--- config.mk ---
export PLATFORM = sky130hd
export DESIGN_NAME = uart_rx_oversampled_flat
export DESIGN_NICKNAME = d
export VERILOG_FILES = /design/src/rtl/uart_pkg.sv /design/src/rtl/uart_rx_oversampled_if.sv /design/src/rtl/uart_sync2.sv /design/src/rtl/uart_rx_oversampled.sv /design/src/flat_wrapper.sv
export SDC_FILE = /design/constraint.sdc
export NUM_CORES = 1
export LEC_CHECK = 0
export BUFFER_PORTS_ARGS = -buffer_cell sky130_fd_sc_hd__buf_2
export CORE_ASPECT_RATIO = 1.2
export CORE_MARGIN = 4
export CORE_UTILIZATION = 51
export DETAILED_ROUTE_END_ITERATION = 8
export PLACE_DENSITY = 0.84
export SLEW_MARGIN = 20
export SYNTH_ARGS = -nofsm -noshare
export SYNTH_HDL_FRONTEND = slang
export SYNTH_SLANG_ARGS = --single-unit
--- constraint.sdc ---
create_clock -name clk -period 1.8 [get_ports clk]
set_clock_uncertainty 0.2 [all_clocks]
set_input_delay 0.09 -clock clk [delete_from_list [all_inputs] [get_ports clk]]
set_output_delay 0.09 -clock clk [all_outputs]
set_load 0.01 [all_outputs]
--- src/rtl/uart_pkg.sv ---
// Shared UART definitions: receiver state encoding and frame constants
// used by the receiver, transmitter and baud generator.
package uart_pkg;

  localparam int UART_OVERSAMPLE = 16;
  localparam int UART_DATA_BITS  = 8;

  typedef enum logic [2:0] {
    IDLE,
    START,
    DATA,
    STOP,
    BREAK_WAIT
  } uart_rx_state_t;

endpackage

--- src/rtl/uart_rx_oversampled_if.sv ---
// Receiver output bundle: byte, valid strobe, framing error, busy.
// The receiver drives the master side, the consumer reads the slave side.
interface uart_rx_oversampled_if
  import uart_pkg::*;
#(
  parameter int DATA_BITS = UART_DATA_BITS
);

  logic [DATA_BITS-1:0] rx_data;
  logic                 rx_valid;
  logic                 framing_error;
  logic                 busy;

  modport master (
    output rx_data,
    output rx_valid,
    output framing_error,
    output busy
  );

  modport slave (
    input rx_data,
    input rx_valid,
    input framing_error,
    input busy
  );

endinterface

--- src/rtl/uart_sync2.sv ---
// Generic two-flop synchronizer for a single asynchronous input;
// both flops reset to RESET_VAL so the output is defined at reset.
module uart_sync2 #(
  parameter logic RESET_VAL = 1'b1
) (
  input  logic clk,
  input  logic reset,
  input  logic d,
  output logic q
);

  logic meta;

  always_ff @(posedge clk or posedge reset) begin
    if (reset) begin
      meta <= RESET_VAL;
      q    <= RESET_VAL;
    end else begin
      meta <= d;
      q    <= meta;
    end
  end

endmodule

--- src/rtl/uart_rx_oversampled.sv ---
// 8N1 oversampled UART receiver: mid-bit sampling, stop-bit check,
// one-cycle valid / framing-error strobes, single error per break.
module uart_rx_oversampled
  import uart_pkg::*;
#(
  parameter int OVERSAMPLE = UART_OVERSAMPLE,
  parameter int DATA_BITS  = UART_DATA_BITS
) (
  input  logic clk,
  input  logic reset,
  input  logic sample_tick,
  input  logic rx,
  uart_rx_oversampled_if.master rx_bus
);

  localparam int TW = $clog2(OVERSAMPLE);
  localparam int BW = $clog2(DATA_BITS) + 1;

  localparam logic [TW-1:0] HALF_M1 = TW'(OVERSAMPLE / 2 - 1);
  localparam logic [TW-1:0] LAST_TK = TW'(OVERSAMPLE - 1);
  localparam logic [BW-1:0] LAST_BT = BW'(DATA_BITS - 1);

  logic rx_s;

  uart_sync2 #(
    .RESET_VAL (1'b1)
  ) u_sync (
    .clk   (clk),
    .reset (reset),
    .d     (rx),
    .q     (rx_s)
  );

  uart_rx_state_t       state, state_nxt;
  logic [TW-1:0]        tick_cnt, tick_nxt;
  logic [BW-1:0]        bit_cnt, bit_nxt;
  logic [DATA_BITS-1:0] shreg, shreg_nxt;
  logic [DATA_BITS-1:0] data_q, data_nxt;
  logic                 valid_q, valid_nxt;
  logic                 fe_q, fe_nxt;

  always_ff @(posedge clk or posedge reset) begin
    if (reset) begin
      state    <= IDLE;
      tick_cnt <= '0;
      bit_cnt  <= '0;
      shreg    <= '0;
      data_q   <= '0;
      valid_q  <= 1'b0;
      fe_q     <= 1'b0;
    end else begin
      state    <= state_nxt;
      tick_cnt <= tick_nxt;
      bit_cnt  <= bit_nxt;
      shreg    <= shreg_nxt;
      data_q   <= data_nxt;
      valid_q  <= valid_nxt;
      fe_q     <= fe_nxt;
    end
  end

  always_comb begin
    state_nxt = state;
    tick_nxt  = tick_cnt;
    bit_nxt   = bit_cnt;
    shreg_nxt = shreg;
    data_nxt  = data_q;
    valid_nxt = 1'b0;
    fe_nxt    = 1'b0;
    if (sample_tick) begin
      unique case (state)
        IDLE: begin
          if (!rx_s) begin
            state_nxt = START;
            tick_nxt  = '0;
          end
        end
        START: begin
          tick_nxt = tick_cnt + 1'b1;
          if (tick_cnt == HALF_M1) begin
            if (rx_s) begin
              state_nxt = IDLE;
            end else begin
              state_nxt = DATA;
              tick_nxt  = '0;
              bit_nxt   = '0;
            end
          end
        end
        DATA: begin
          tick_nxt = tick_cnt + 1'b1;
          if (tick_cnt == LAST_TK) begin
            tick_nxt  = '0;
            shreg_nxt = {rx_s, shreg[DATA_BITS-1:1]};
            bit_nxt   = bit_cnt + 1'b1;
            if (bit_cnt == LAST_BT)
              state_nxt = STOP;
          end
        end
        STOP: begin
          tick_nxt = tick_cnt + 1'b1;
          if (tick_cnt == LAST_TK) begin
            tick_nxt = '0;
            if (rx_s) begin
              data_nxt  = shreg;
              valid_nxt = 1'b1;
              state_nxt = IDLE;
            end else begin
              fe_nxt    = 1'b1;
              state_nxt = BREAK_WAIT;
            end
          end
        end
        BREAK_WAIT: begin
          // Only a high line re-arms start detection, so a break
          // yields one framing error rather than a stream of frames.
          if (rx_s)
            state_nxt = IDLE;
        end
        default: state_nxt = IDLE;
      endcase
    end
  end

  assign rx_bus.rx_data       = data_q;
  assign rx_bus.rx_valid      = valid_q;
  assign rx_bus.framing_error = fe_q;
  assign rx_bus.busy          = (state != IDLE);

endmodule

--- src/flat_wrapper.sv ---
// flat-port wrapper written by rule: the top's interface ports become plain ports
module uart_rx_oversampled_flat import uart_pkg::*;
#(
  parameter int OVERSAMPLE = UART_OVERSAMPLE,
  parameter int DATA_BITS  = UART_DATA_BITS
)
  (clk, reset, sample_tick, rx, rx_bus_rx_data, rx_bus_rx_valid, rx_bus_framing_error, rx_bus_busy);
  uart_rx_oversampled_if #(.DATA_BITS(DATA_BITS)) rx_bus_i ();
  input  logic clk;
  input  logic reset;
  input  logic sample_tick;
  input  logic rx;
  output wire logic [$bits(rx_bus_i.rx_data)-1:0] rx_bus_rx_data;
  output wire logic [$bits(rx_bus_i.rx_valid)-1:0] rx_bus_rx_valid;
  output wire logic [$bits(rx_bus_i.framing_error)-1:0] rx_bus_framing_error;
  output wire logic [$bits(rx_bus_i.busy)-1:0] rx_bus_busy;
  assign rx_bus_rx_data = rx_bus_i.rx_data;
  assign rx_bus_rx_valid = rx_bus_i.rx_valid;
  assign rx_bus_framing_error = rx_bus_i.framing_error;
  assign rx_bus_busy = rx_bus_i.busy;
  uart_rx_oversampled #(.OVERSAMPLE(OVERSAMPLE), .DATA_BITS(DATA_BITS)) u_core (.clk(clk), .reset(reset), .sample_tick(sample_tick), .rx(rx), .rx_bus(rx_bus_i));
endmodule
## After elaboration in Yosys (flattened, before gate mapping)

Index checks and enable logic that the tools add are counted.

- Add/sub/neg operators: 2
- Eq/ne operators: 14
- Mux-type cells: 25
- Reduce and logical (&&, ||, !) cells: 10

Operators with widths:

| kind | number |
|---|---|
| 4-bit 2-to-1 mux | 6 |
| 3-bit 2-to-1 mux | 7 |
| 3-bit case mux with 5 select lines | 1 |
| 4-bit case mux with 3 select lines | 1 |
| 4-bit by 1-bit adder with 4-bit output, second input constant | 2 |
| 4-bit by 3-bit equality test with 1-bit output, second input constant | 2 |
| 1-bit 2-to-1 mux | 8 |
| 2-bit by 1-bit != test with 1-bit output, second input constant | 4 |
| 4-bit case mux with 2 select lines | 1 |
| 7-bit AND reduction | 1 |
| 3-bit by 2-bit equality test with 1-bit output, second input constant | 2 |
| 2-bit != test, second input constant | 3 |
| 3-bit AND reduction | 2 |
| 3-bit nonzero test | 2 |
| 5-bit AND reduction | 1 |
| 4-bit equality test, second input constant | 1 |
| 4-bit AND reduction | 1 |
| 3-bit by 1-bit equality test with 1-bit output, second input constant | 1 |
| 3-bit equality test, second input constant | 1 |
| 3-bit logical NOT | 1 |
| 2-bit 2-to-1 mux | 1 |
| 2-bit nonzero test | 1 |
| 2-bit OR reduction | 1 |

- Register bits after elaboration: 31
- Output and inout bits: 11

## Longest topological paths before layout

Gate-level depths: netlist (run 1).

- Word-level depth: 4
- Mapped depth: 6
- Mapped depth without buffers: 5

## Modules after synthesis

Synthesis (run 1) repeated with hierarchy kept, for this count alone.

- Cells, all modules: 108
- Area total of the unflattened synthesis: 1,428.9 µm²

By module, submodules not included:

| module | times used | cells an instance | area each (µm²) | seq. area each (µm²) |
|---|---|---|---|---|
| uart_rx_oversampled | 1 | 105 | 1,372.6 | 725.7 |
| uart_sync2 | 1 | 3 | 56.3 | 52.6 |

## Worst setup path after synthesis (run 1)

OpenSTA, ideal clock, no wires.

- Path kind: flip-flop to flip-flop
- From: reg u_core.tick_cnt[0]
- To: reg u_core.shreg[0]
- Library setup time: 0.125 ns
- Data arrival time: 1.407 ns
- Required time: 1.475 ns
- Path slack: 0.068 ns
- Cell stages (with the launch flop): 7
- Buffers on the path: 1
- Period minus slack after synthesis: 1.732 ns
- Path through: dfrtp_1 ha_1 nand2_1 nor2_4 and2_4 buf_12 mux2_4

- Word-level cells in the longest chain between the ends: 2

Ends and longest elaborated chain:

| what | line | text |
|---|---|---|
| start, declared | uart_rx_oversampled.sv:35 | `logic [TW-1:0] tick_cnt, tick_nxt;` |
| start signal, assigned | uart_rx_oversampled.sv:53 | `tick_cnt <= tick_nxt;` |
| 4-bit equality test | uart_rx_oversampled.sv:92 | `if (tick_cnt == LAST_TK) begin` |
| 3-bit AND reduction (no line) | n/a |  |
| end signal, assigned | uart_rx_oversampled.sv:55 | `shreg <= shreg_nxt;` |
| end, declared | uart_rx_oversampled.sv:37 | `logic [DATA_BITS-1:0] shreg, shreg_nxt;` |

Every way passes these cells.
A chain may end at the register's enable or synchronous reset.

## Final worst setup path (run 1)

- From: reg u_core.tick_cnt[1]
- To: reg u_core.shreg[1]

The elaborated chain is that of the path after synthesis.

==> results.sh, run 1 <==
export IMPL_drt_drc_violations_left=0
export IMPL_synthToLayoutAreaGrowth_pct=16.61
export IMPL_grt_antenna_before_repair=0
export IMPL_synth_main_ff_cell="dfrtp_1"
export IMPL_synth_top_area_cell="dfrtp_1"
export IMPL_post_drt_wl_per_cell_um=14.30
export IMPL_routed_wl_um=2459
export IMPL_finalSetupViolCount=0
export IMPL_grt_first_pass_wirelength_um=4271
export IMPL_antenna_violating_nets_post_route=0
export IMPL_portBuffers=14
export IMPL_drt_pre_antenna_iters=4
export IMPL_hold_violations=0
export IMPL_placedCellCount=158
export IMPL_cellPowerDensity_nw_per_um2=1058
export IMPL_synth_edf_count=0
export IMPL_start_util=0.5274
export IMPL_synthTopCellsByCount="29 x dfrtp_1, 9 x mux2_2, 8 x mux2_4"
export IMPL_synth_yosys_warnings=0
export IMPL_fp_coreArea_um2=2785
export IMPL_die_height_um=66.79
export IMPL_vias=930
export IMPL_num_antenna_cells=0
export IMPL_mappedNetlistNets=116
export IMPL_total_routing_usage_reported_by_global_routing=0.1491
export IMPL_routabilityCongestion=0.7754
export IMPL_synth_most_common_cell="dfrtp_1"
export IMPL_slew_headroom=0.7462
export IMPL_rows=21
export IMPL_clock_path_buffers=2
export IMPL_fmax_mhz=578.0
export IMPL_final_setup_tns_ns=0
export IMPL_synth_distinct_cells=40
export IMPL_fin_crit_ns=1.730
export IMPL_synthesis_area_per_instance_um2=13.35
export IMPL_worstMarginPinSlew_ns=0.3775
export IMPL_timing_critical_path_required_ns=1.82
export IMPL_synth_sequential_area_ratio=0.5298
export IMPL_worstSkewPairLatency_ns=0.33
export IMPL_peak_supply_drop_uv=672.6
export IMPL_detailed_place_hpwl_um=1689
export IMPL_place_ws_ns=-0.05235
export IMPL_startpoint_type="flip-flop"
export IMPL_worstPathMaxFanout=5
export IMPL_layout_drive_gt1_share=0.4493
export IMPL_min_delay_path_class="primary input to async pin"
export IMPL_pin_count_of_the_biggest_net_entering_global_routing=32
export IMPL_first_global_vias=1004
export IMPL_yosys_top_cells_area="dfrtp_1 49%, mux2_4 8.2%, mux2_2 6.9%, dfstp_2 3.6%, o21ai_0 2.4%"
export IMPL_share_of_the_cycle_needed_by_the_critical_path_after_routing=0.9611
export IMPL_avgViaCountPerCell=5.407
export IMPL_cts_root_buf="clkbuf_4"
export IMPL_cts_max_level=2
export IMPL_drt_iter0_drc=23
export IMPL_final_nets=143
export IMPL_final_non_filler_cell_area_um2=1713
export IMPL_dieArea_um2=3806
export IMPL_endpoint_kind="flip-flop"
export IMPL_final_cell_count_no_fill=172
export IMPL_synth_ff_latch_count=31
export IMPL_reg2reg_slack_ns=0.07
export IMPL_outcome="finished, final reports clean"
export IMPL_hold_worst_slack_ns=0.1658
export IMPL_num_ports=15
export IMPL_synth_cell_area_um2=1469
export IMPL_synthCells=110
export IMPL_leakage_nw=0.8341
export IMPL_cts_made_buffers=5
export IMPL_fin_ws_ns=0.07002
export IMPL_grt_overflow_total=0
export IMPL_postLayoutCoreUtil=0.6150
export IMPL_drv_max_cap_violation_count=0
export IMPL_placed_cell_area_um2=1565
export IMPL_synth_top_area_frac=0.4940
export IMPL_cts_num_sinks=31
export IMPL_crit_arrival_ns=1.75
export IMPL_report_final_slew_viol_count=0
export IMPL_synthArstFlopShare=1.000
export IMPL_die_x_um=56.99
export IMPL_tritoncts="built"
export IMPL_clkSlewWorstSetupHoldPaths_ns=0.10
export IMPL_setup_crit_path_kind="flip-flop to flip-flop"
export IMPL_overall_power_mw=1.812
## final timing paths
path,from,end,depth (start not counted)
max reg2reg,u_core.tick_cnt[1],u_core.shreg[1],5
min in group clk,u_core.u_sync.meta,u_core.u_sync.q,0
min reg2reg,u_core.u_sync.meta,u_core.u_sync.q,0
max in group asynchronous,reset,u_core.u_sync.meta,4
min,reset,u_core.rx_bus.rx_valid,4
max,u_core.tick_cnt[1],u_core.shreg[1],5
## kinds of logic after synthesis
group                    after synthesis  share of synthesized area
flip-flops                            31                     0.5298
AND/OR/NAND/NOR                       29                     0.1559
AO/OA/AOI/OAI                         20                    0.08943
multiplexers                          17                     0.1508
buffers and inverters                  8                    0.03919
XOR/XNOR                               3                    0.01789
adder cells (fa/ha/maj)                2                    0.01703
## layout by cell type, fill, tap and decap left out, types with 2 or more instances in the layout
cell           synthesis  final
a21o_1                 2      2
a21oi_1                3      3
and2_4                 1      2
buf_2                  0     14
buf_4                  1      5
clkbuf_4               0      5
dfrtp_1               29     29
dfstp_2                2      2
dlygate4sd3_1          0      3
inv_1                  5      5
mux2_2                 9      9
mux2_4                 8      8
nand2_1                6      5
nand3_1                2      2
nor2_1                 3      2
o21ai_0                7      7
o31ai_1                3      3
xnor2_1                3      3
## metal layers
layer  up-vias  share of wire  track usage
met3         7          0.035      0.03488
met4         0          0.026      0.09565
met2        19           0.52       0.2657
li1        451              -            -
met5         -              0            0
met1       453           0.41       0.1555
## layout make-up
cell class                      count  area (µm²)
Timing Repair Buffer               22       137.6
Fill cell                         230        1072
Multi-Input combinational cell     72       649.4
Sequential cell                    31       778.2
Clock inverter                      2       35.03
Inverter                            5       18.77
Tap cell                           34       42.54
Clock buffer                        6       51.30
## where the power goes
part / internal (mW) / switching (mW)
Clock: 0.328 / 0.234
Combinational: 0.190 / 0.189
Sequential: 0.767 / 0.104
Total: 1.28 / 0.527
## what timing repair did
item / CTS / global route
hold endpoints to repair: 35 / 0
pin swaps: 2 / 2
hold buffers: 3 / 0
gates cloned: 1 / 0
setup endpoints to repair: 8 / 15
resized for setup: 2 / 2
buffers inserted: 0 / 2
## registers in the layout (all words and copies together), names as in the netlist, 3 cells and up
signal,flops
u_core.bit_cnt,4
u_core.state,3
u_core.tick_cnt,4
u_core.shreg,8
u_core.rx_bus.rx_data,8
## critical path, stage by stage (launching register included)
cell	delay (ns)
dfrtp_1	0.37
ha_2	0.22
nand2_2	0.10
nor2_4	0.19
and2_4	0.23
mux2_4	0.31
No activity file was read; power rests on OpenSTA's default activity.
==> inputs of run 2 (changes only) <==
--- a/config.mk
+++ b/config.mk
@@ -9,8 +9,11 @@
 export CORE_ASPECT_RATIO = 1.2
 export CORE_MARGIN = 4
 export CORE_UTILIZATION = 51
+export CTS_CLUSTER_DIAMETER = 50
+export CTS_CLUSTER_SIZE = 20
 export DETAILED_ROUTE_END_ITERATION = 8
 export PLACE_DENSITY = 0.84
+export RECOVER_POWER = 25
 export SLEW_MARGIN = 20
 export SYNTH_ARGS = -nofsm -noshare
 export SYNTH_HDL_FRONTEND = slang
==> results.sh, run 2 (synthesized netlist as in run 1, its figures left out) <==
export IMPL_grt_first_pass_wirelength_um=4271
export IMPL_outcome="finished, final reports clean"
export IMPL_fin_crit_ns=1.730
export IMPL_crit_path_from="u_core.tick_cnt[1]"
export IMPL_most_common_cell_after_layout_fill_and_taps_aside="dfrtp_1"
export IMPL_final_setup_tns_ns=0
export IMPL_first_global_vias=1004
export IMPL_drt_iter0_drc=23
export IMPL_crit_arrival_ns=1.75
export IMPL_hold_worst_slack_ns=0.1658
export IMPL_cts_root_buf="clkbuf_4"
export IMPL_routabilityCongestion=0.7754
export IMPL_clockPowerShare=0.310
export IMPL_avgViaCountPerCell=5.407
export IMPL_ff_latch_area_um2=778.2
export IMPL_dieArea_um2=3806
export IMPL_num_antenna_cells=0
export IMPL_leakage_nw=0.8335
export IMPL_die_height_um=66.79
export IMPL_finalSetupViolCount=0
export IMPL_synthToLayoutAreaGrowth_pct=16.44
export IMPL_clkSlewWorstSetupHoldPaths_ns=0.10
export IMPL_post_drt_wl_per_cell_um=14.29
export IMPL_sequential_share_of_power=0.481
export IMPL_vias=930
export IMPL_antenna_violating_nets_post_route=0
export IMPL_total_routing_usage_reported_by_global_routing=0.1491
export IMPL_cts_max_level=2
export IMPL_postLayoutCoreUtil=0.6141
export IMPL_hold_path_startpoint="u_core.u_sync.meta"
export IMPL_num_ports=15
export IMPL_crit_slowest_cell="dfrtp_1"
export IMPL_share_of_the_cycle_needed_by_the_critical_path_after_routing=0.9611
export IMPL_routed_wl_um=2458
export IMPL_cts_num_sinks=31
export IMPL_peak_supply_drop_uv=672.5
export IMPL_tritoncts="built"
export IMPL_min_delay_path_class="flip-flop to flip-flop"
export IMPL_startpoint_type="flip-flop"
export IMPL_fmax_mhz=578.0
export IMPL_die_x_um=56.99
export IMPL_grt_antenna_before_repair=0
export IMPL_timing_critical_path_required_ns=1.82
export IMPL_combinationalPowerShare=0.209
export IMPL_portBuffers=14
export IMPL_drt_pre_antenna_iters=4
export IMPL_grt_overflow_total=0
export IMPL_power_share_switching=0.2910
export IMPL_clock_path_buffers=2
export IMPL_layout_drive_gt1_share=0.4493
export IMPL_endpoint_kind="flip-flop"
export IMPL_start_util=0.5274
export IMPL_p_int_mw=1.284
export IMPL_worstSkewPairLatency_ns=0.33
export IMPL_p_sw_uw=527.0
export IMPL_layout_cells_most_common_list="29 x dfrtp_1, 14 x buf_2, 9 x mux2_2"
export IMPL_detailed_place_hpwl_um=1689
export IMPL_drv_max_cap_violation_count=0
export IMPL_drt_drc_violations_left=0
export IMPL_cpPeakStageDelay_ns=0.37
export IMPL_rows=21
export IMPL_hold_violations=0
export IMPL_crit_path_cell_trace="ha_2, nand2_2, nor2_4, and2_4, mux2_4"
export IMPL_final_fill_count=231
export IMPL_final_nets=143
export IMPL_report_final_slew_viol_count=0
export IMPL_worstMarginPinSlew_ns=0.7339
export IMPL_slew_headroom=0.5107
export IMPL_cts_made_buffers=5
export IMPL_multi_input_area_um2=649.4
export IMPL_timing_rr_start="u_core.tick_cnt[1]"
export IMPL_cellPowerDensity_nw_per_um2=1059
export IMPL_fp_coreArea_um2=2785
export IMPL_setup_crit_path_kind="flip-flop to flip-flop"
export IMPL_pin_count_of_the_biggest_net_entering_global_routing=32
export IMPL_worstPathMaxFanout=5
run 2: changes by cell type in the layout (fill, tap and decap cells not counted):
cell      previous run  this run
clkbuf_2             0         1
buf_4                5         4
run 2: power groups by stage:
stage          clock network (mW)  registers, mW  logic, mW
6_report                    0.562          0.871      0.378
2_1_floorplan                   0          0.835      0.294
3_3_place_gp                    0          0.873      0.327
3_5_place_dp                    0          0.881      0.349
4_1_cts                     0.578          0.869      0.362
5_1_grt                     0.604          0.885      0.433
run 2: path summary, 6_finish.rpt:
path	to	slack, ns	depth (start not counted)
hold reg to reg	u_core.u_sync.q	0.17	0
setup / recovery	u_core.shreg[1]	0.07	5
min in group asynchronous	u_core.rx_bus.rx_valid	0.30	4
max in group asynchronous	u_core.tick_cnt[2]	0.63	4
hold / removal	u_core.u_sync.q	0.17	0
setup reg to reg	u_core.shreg[1]	0.07	5
run 2: layout make-up:
cell class              count  share of cell area
clock inverters             2             0.02048
inverters                   5             0.01097
multi-input cells          72              0.3797
well taps                  34             0.02487
clock buffers               6             0.02999
repair buffers             22             0.07901
flip-flops and latches     31              0.4550
run 2: per-stage QoR:
step	power (mW)	cells	worst slack (ns)	cell area, µm²
after floorplan	1.130	110	0.06785	1469
after global placement	1.200	158	0.06045	1565
after detailed placement	1.230	158	-0.05235	1565
after CTS	1.808	170	0.01486	1693
after global routing	1.922	172	-0.0003334	1710
final	1.811	172	0.07004	1710
run 2: layer usage:
metal,vias up,share of wire,global-route usage
li1,451,-,-
met5,-,0,0
met3,7,0.035,0.03488
met1,453,0.41,0.1555
met4,0,0.026,0.09565
met2,19,0.52,0.2657
run 2: timing repair:
action,in CTS,in global routing
endpoints found under the setup margin,8,15
pin swaps,2,2
cloned,1,0
resized for setup,2,2
setup buffers,0,2
endpoints found under the hold margin,35,0
hold buffers,3,0
run 2: worst max-delay path, delay by kind of cell (launching register included):
kind | cells | cell delay [ns]
flip-flops | 1 | 0.37
adder cells (fa/ha/maj) | 1 | 0.22
multiplexers | 1 | 0.31
AND/OR/NAND/NOR | 3 | 0.52
